File: src/rtl/jt49_cengen.sv
// Fractional clock-enable generator: a num/den accumulator produces a base
// enable pulse, and a free-running counter derives power-of-two divided taps.
module jt49_cengen #(
    parameter int          NOUT = 2,
    parameter int          CW   = 10,
    parameter int          FW   = 16,
    parameter int          DW   = 4,
    parameter int unsigned NUM0 = 1,
    parameter int unsigned DEN0 = 1
) (
    input  logic               clk,
    input  logic               rst_n,
    input  logic               cen,
    input  logic               sel,
    input  logic               sync,
    input  logic               load,
    input  logic [FW-1:0]      num,
    input  logic [FW-1:0]      den,
    input  logic [NOUT*DW-1:0] div,
    output logic               cen_base,
    output logic [NOUT-1:0]    cen_o
);

    logic [FW-1:0]   num_q, den_q;
    logic [FW:0]     acc_q, acc_d;
    logic [CW-1:0]   cnt_q, cnt_d;
    logic            base_q, base_d;
    logic [NOUT-1:0] tap_q, tap_d;
    logic [NOUT-1:0] match;

    logic [FW-1:0]   n_eff;
    logic [FW:0]     den_ext, sum;

    // Clamping the numerator to the denominator keeps acc below den_q.
    assign n_eff   = (num_q < den_q) ? num_q : den_q;
    assign den_ext = {1'b0, den_q};
    assign sum     = acc_q + {1'b0, n_eff};

    always_comb begin
        acc_d  = acc_q;
        cnt_d  = cnt_q;
        base_d = 1'b0;
        if (sync) begin
            acc_d = '0;
            cnt_d = '0;
        end else if ((den_q != '0) && (acc_q >= den_ext)) begin
            // A freshly loaded den below the running acc restarts the phase.
            acc_d = '0;
        end else if (cen && (den_q != '0)) begin
            if (sum >= den_ext) begin
                base_d = 1'b1;
                acc_d  = sum - den_ext;
                cnt_d  = cnt_q + 1'b1;
            end else begin
                acc_d = sum;
            end
        end
    end

    for (genvar i = 0; i < NOUT; i++) begin : g_tap
        logic [31:0] sh;
        logic        tap_match;

        always_comb begin
            sh = {{(32-DW){1'b0}}, div[i*DW +: DW]} + {31'd0, ~sel};
            if (sh > 32'(CW)) begin
                sh = 32'(CW);
            end
            tap_match = 1'b1;
            for (int b = 0; b < CW; b++) begin
                if ((32'(b) < sh) && cnt_q[b]) begin
                    tap_match = 1'b0;
                end
            end
        end

        assign match[i] = tap_match;
    end

    assign tap_d = base_d ? match : '0;

    always_ff @(posedge clk or negedge rst_n) begin
        if (!rst_n) begin
            num_q  <= FW'(NUM0);
            den_q  <= FW'(DEN0);
            acc_q  <= '0;
            cnt_q  <= '0;
            base_q <= 1'b0;
            tap_q  <= '0;
        end else begin
            if (load) begin
                num_q <= num;
                den_q <= den;
            end
            acc_q  <= acc_d;
            cnt_q  <= cnt_d;
            base_q <= base_d;
            tap_q  <= tap_d;
        end
    end

    assign cen_base = base_q;
    assign cen_o    = tap_q;

endmodule
File: config.mk
export PLATFORM = sky130hd
export DESIGN_NAME = jt49_cengen
export DESIGN_NICKNAME = d
export VERILOG_FILES = /design/src/rtl/jt49_cengen.sv
export SDC_FILE = /design/constraint.sdc
export NUM_CORES = 1
export LEC_CHECK = 0
export CORE_MARGIN = 1
export CORE_UTILIZATION = 40
export DETAILED_ROUTE_END_ITERATION = 10
export GPL_ROUTABILITY_DRIVEN = 0
export PLACE_DENSITY = 0.61
export SLEW_MARGIN = 0
export SYNTH_ARGS = -nofsm -noshare
export SYNTH_HDL_FRONTEND = slang
export SYNTH_SLANG_ARGS = --single-unit
File: constraint.sdc
create_clock -name clk -period 10.2 [get_ports clk]
set_input_delay 2.04 -clock clk [delete_from_list [all_inputs] [get_ports clk]]
set_output_delay 2.04 -clock clk [all_outputs]
set_load 0.05 [all_outputs]
# --- Word-level counts from Yosys, hierarchy flattened ---
# Index checks and enable logic that the tools add are counted.
op_classes:
  addsub: 5
  order_cmp: 25
  n_eq_ne: 1
  muxes: 36
  bitwise_logic: 1
  reduce_logical: 27
op_table:
  columns: ["cell", "count"]
  rows:
  - ["$lt 3x32->1 const A", 8]
  - ["$lt 1x32->1 const A", 4]
  - ["$lt 2x32->1 const A", 4]
  - ["$lt 4x32->1 const A", 4]
  - ["$mux 17", 4]
  - ["$mux 10", 4]
  - ["$ge 17x16->1", 2]
  - ["$mux 1", 24]
  - ["$logic_and 1x1->1", 22]
  - ["$add 17x16->17", 1]
  - ["$sub 17x16->17", 1]
  - ["$lt 16x16->1", 1]
  - ["$mux 16", 1]
  - ["$reduce_bool 16->1", 1]
  - ["$add 10x1->10 const B", 1]
  - ["$add 4x1->5", 2]
  - ["$gt 5x4->1 const B", 2]
  - ["$mux 5", 2]
  - ["$reduce_bool 2->1", 2]
  - ["$reduce_and 3->1", 1]
  - ["$reduce_bool 3->1", 1]
  - ["$mux 2", 1]
  - ["$ne 2x2->1 const B", 1]
  - ["$not 1->1", 1]
totals:
  ff_bits: 62
  input_bits: 46
  out_inout_bits: 3
  wordCells: 101

# --- Logic depth before layout (Yosys ltp) ---
logic_depth:
  word_depth: 17
  mapped_depth: 29
  ltp_nobuf: 26

# --- Least setup slack after synthesis ---
# Ideal clock, no wire load.
synth_timing:
  path_kind: "reg2reg"
  from: "register den_q[1]"
  to: "register cnt_q[4]"
  t_arrival_ns: 5.792
  required_ns: 10.122
  setup_slack_ns: 4.330
  path_stages_with_launch: 28
  n_path_buf: 2
  synth_period_minus_slack_ns: 5.870
  cell_sequence: "dfrtp_1 inv_1 ha_1 a21o_1 a21o_1 a21oi_1 o21ai_1 nand3_1 a21oi_1 clkbuf_1 mux2_1 ha_1 fa_1 a211oi_1 o211a_1 nor3_1 or2_2 a21oi_1 xnor2_1 ha_1 nand4_1 nor4_1 a41o_1 a31oi_4 a21o_1 buf_2 or3_1 a21oi_1"
synth_via:
  elab_chain_len: 6
  elab_cells_between_ends: 12
  classes_between: "add/sub: 1; order compare: 3; eq/ne: 1; mux: 1; reduce/logical: 6"
synth_lines:
  columns: ["item", "line", "text"]
  rows:
  - ["start: declaration", "24", "logic [FW-1:0] num_q, den_q;"]
  - ["start signal: assignment", "85", "den_q <= FW'(DEN0);"]
  - ["start signal: assignment", "93", "den_q <= den;"]
  - ["$lt 16x16->1", "35", "assign n_eff = (num_q < den_q) ? num_q : den_q;"]
  - ["$mux 16", "35", null]
  - ["$add 17x16->17", "37", "assign sum = acc_q + {1'b0, n_eff};"]
  - ["$ge 17x16->1", "50", "if (sum >= den_ext) begin"]
  - ["$reduce_bool 2->1 (no line)", null, null]
  - ["$reduce_and 3->1 (no line) *", null, null]
  - ["end signal: assignment", "96", "cnt_q <= cnt_d;"]
  - ["end: declaration", "26", "logic [CW-1:0] cnt_q, cnt_d;"]
# Every way passes the cells marked *; elsewhere a longest branch is shown, timed or not.
# A chain may end at the register's enable or synchronous reset.

# --- Final worst setup path ---
layout_timing:
  from: "register den_q[1]"
  to: "register acc_q[11]"
layout_via:
  elab_chain_len: 8
  elab_cells_between_ends: 14
  classes_between: "add/sub: 2; order compare: 3; mux: 5; reduce/logical: 4"
layout_lines:
  columns: ["item", "line", "text"]
  rows:
  - ["$lt 16x16->1", "35", null]
  - ["$mux 16", "35", null]
  - ["$add 17x16->17", "37", null]
  - ["$sub 17x16->17 / $ge 17x16->1 (equally long branches)", "52, 50", null]
  - ["$mux 17", "50", null]
  - ["$mux 17", "49", "end else if (cen && (den_q != '0)) begin"]
  - ["$mux 17", "46", "end else if ((den_q != '0) && (acc_q >= den_ext)) begin"]
  - ["$mux 17", "43", "if (sync) begin"]
  - ["end signal: assignment", "86", "acc_q <= '0;"]
  - ["end signal: assignment", "95", "acc_q <= acc_d;"]
  - ["end: declaration", "25", "logic [FW:0] acc_q, acc_d;"]
# Parallel ways exist; a longest one is shown, timed or not. The select of a mux whose other input is x is not followed.

==> flow_metrics.env <==
export IMPL_synth_xor_area_share_pct=4.77
export IMPL_fmax_mhz=148
export IMPL_io_buffer_count=48
export IMPL_grt_pass1_vias=4778
export IMPL_async_flop_share_pct=100
export IMPL_post_cts_buffers=0
export IMPL_syn_nets=693
export IMPL_yosys_top_cells_area="dfrtp_1, ha_1, mux2_2"
export IMPL_drt_iter0_drc=287
export IMPL_period_share_pct=66.1
export IMPL_maxSlewViolCount=0
export IMPL_tns_ns=0
export IMPL_antenna_found_initial=0
export IMPL_skew_ns=0.00684
export IMPL_synth_cell_types=66
export IMPL_vias_per_cell=5.86
export IMPL_yosysMostFrequentCell="ha_1"
export IMPL_synth_area_mux_share_pct=8.66
export IMPL_maxCapViolCount=0
export IMPL_yosysSeqAreaShare_pct=29.2
export IMPL_core_area_um2=12800
export IMPL_die_x_um=117
export IMPL_tightest_slew_ns=0.811
export IMPL_synth_seq_cells=62
export IMPL_r2r_end="acc_q[11]"
export IMPL_h_tree_depth=3
export IMPL_rsz0062_at_grt="false"
export IMPL_yosys_area_share_simple_pct=13.1
export IMPL_cp_start_kind="register"
export IMPL_clk_pin_slew_ns=0.06
export IMPL_slew_headroom_pct=45.9
export IMPL_wl_per_cell_um=18.4
export IMPL_fin_cells=801
export IMPL_critical_path_buf_inv_count=2
export IMPL_worst_path_largest_cell_delay_ns=0.71
export IMPL_required_ns=10.48
export IMPL_routed_wl_mm=14.7
export IMPL_cts_buffer_depth=2
export IMPL_crit_fanout=18
export IMPL_syn_area_um2=5330
export IMPL_hold_path_class="reg -> reg"
export IMPL_r2r_start="den_q[1]"
export IMPL_worst_skew_pair_late_latency_ns=0.35
export IMPL_dp_cells=785
export IMPL_cp_slowest_cell="and2_1"
export IMPL_whs_path_depth=2
export IMPL_reg2reg_depth=26
export IMPL_diodes=0
export IMPL_dr_total_vias=4696
export IMPL_nets=741
export IMPL_dp_hpwl_mm=11.3
export IMPL_postCtsResizedCells=0
export IMPL_hold_viol=0
export IMPL_critPathArrivalTime_ns=7.02
export IMPL_postPlaceCellArea_um2=5970
export IMPL_synth_edf_count=0
export IMPL_numClockSinks=62
export IMPL_yosysTopAreaCellShare_pct=28.2
export IMPL_hold_buffers=0
export IMPL_std_cell_rows=41
export IMPL_grt_max_degree=63
export IMPL_drive_gt1_share_pct=8.27
export IMPL_hp_start="acc_q[3]"
export IMPL_ant_nets=0
export IMPL_cts_tree="built"
export IMPL_drcViolationCount=0
export IMPL_globalRouteOverflowTotal=0
export IMPL_io_pins=49
export IMPL_status="completed"
export IMPL_reg2reg_slack_ns=3.46
export IMPL_grt_pass1_wl_mm=24.4
export IMPL_peakVddDrop_uv=122
export IMPL_die_area_um2=13800
export IMPL_synth_common_cells="ha_1, dfrtp_1, a21oi_1"
export IMPL_synth_top_family_by_area="compound AO/OA/AOI/OAI gates"
export IMPL_power_density_nw_per_um2=278
export IMPL_p_leak_nw=2.81
export IMPL_end_kind="register"
export IMPL_yosysTopAreaCell="dfrtp_1"
export IMPL_finalSetupViolCount=0
export IMPL_synth_flop_cell="dfrtp_1"
export IMPL_hold_path_endpoint="acc_q[3]"
export IMPL_yosysWarnings=0
export IMPL_die_h_um=117
export IMPL_synth_compound_area_share_pct=23.9
export IMPL_min_period_ns=6.74
export IMPL_fin_area_um2=6250
export IMPL_grt_usage_pct=22.4
export IMPL_synthCells=576
export IMPL_syn_area_per_cell_um2=9.25
export IMPL_dr_pass1_iters=5
export IMPL_initial_core_util_pct=41.6
export IMPL_path_delay_family="compound AO/OA/AOI/OAI gates"
export IMPL_crit_type="reg -> reg"
export IMPL_cts_buffers=9
export IMPL_ctsRootBufferMaster="clkbuf_16"
export IMPL_synthAdderAreaFrac_pct=17.0
export IMPL_synthToLayoutAreaGrowth_pct=17.2
## per-stage QoR
step | hold slack (ns) | power [W] | setup WS, ns | util [%]
finish | 0.538 | 0.00173 | 3.46 | 48.7
global route | 0.570 | 0.00187 | 2.93 | 48.7
CTS | 0.548 | 0.00173 | 3.47 | 48.7
detailed placement | 0.528 | 0.00143 | 3.51 | 46.6
global placement | 0.523 | 0.00141 | 3.67 | 46.6
floorplan | 0.488 | 0.00119 | 4.33 | -
## sequential cells by signal, summed over array words and instances, names as in the netlist
signal	count
acc_q	17
cen_base	1
cen_o	2
cnt_q	10
den_q	16
num_q	16
## where the power goes
| part | switching [W] | leakage (nW) | internal, W |
|---|---|---|---|
| logic | 0.000631 | 1.90 | 0.000477 |
| registers | 0.0000469 | 0.787 | 0.000288 |
| clock network | 0.000127 | 0.128 | 0.000165 |
## worst max-delay path by stage
| stage | startpoint | end | slack, ns | cells past startpoint |
|---|---|---|---|---|
| global placement | den_q[1] | acc_q[11] | 3.67 | 26 |
| global route | den_q[1] | acc_q[8] | 2.93 | 26 |
| CTS | den_q[1] | acc_q[11] | 3.47 | 26 |
| detailed placement | den_q[1] | acc_q[11] | 3.51 | 26 |
| finish | den_q[1] | acc_q[11] | 3.46 | 26 |
| floorplan | den_q[1] | cnt_q[4] | 4.33 | 27 |
## worst min-delay path: cells and delay by family (launching register included)
family / cells / cell delay [ns]
compound gates: 1 / 0.07
flops: 1 / 0.37
simple gates: 1 / 0.06
## layout make-up
class | count | area [µm²]
Fill cell | 1228 | 6580
Multi-Input combinational cell | 471 | 3590
Sequential cell | 62 | 1550
Timing Repair Buffer | 52 | 505
Clock buffer | 9 | 225
Tap cell | 172 | 215
Inverter | 28 | 105
Clock inverter | 7 | 50.0
## placed cells by master, fill, tap and decap left out, types with 6 or more instances in the layout
cell / n
o21ai_0: 32
nand2_1: 40
o21ai_1: 17
clkdlybuf4s50_1: 47
nand4_1: 7
xnor2_1: 16
nor2b_1: 8
a221o_1: 6
o31ai_1: 6
nor2_1: 26
xor2_1: 13
dfrtp_1: 60
clkbuf_16: 9
inv_1: 28
nor3_1: 13
mux2_1: 10
mux2_2: 23
nand3_1: 12
nor4_1: 7
a21o_1: 20
a21oi_1: 45
mux2i_1: 9
o21a_1: 9
a211oi_1: 9
ha_1: 69
## routing by layer
layer | vias to the layer above | share of wire, % | global-route usage (%)
met5 | - | 0 | 0
met4 | 0 | 1.9 | 7.31
met3 | 28 | 5.0 | 5.16
met2 | 126 | 49 | 38.6
met1 | 2278 | 44 | 27.4
li1 | 2264 | - | -
## cell families (layout without fill, tap and decap cells)
logic type | count (synthesis) | count (layout)
mux | 42 | 42
fa+ha+maj | 71 | 71
xor+xnor | 29 | 29
buf+inv | 43 | 96
flops | 62 | 62
compound gates | 189 | 189
simple gates | 140 | 140
Power figures use the tool's default switching activity.
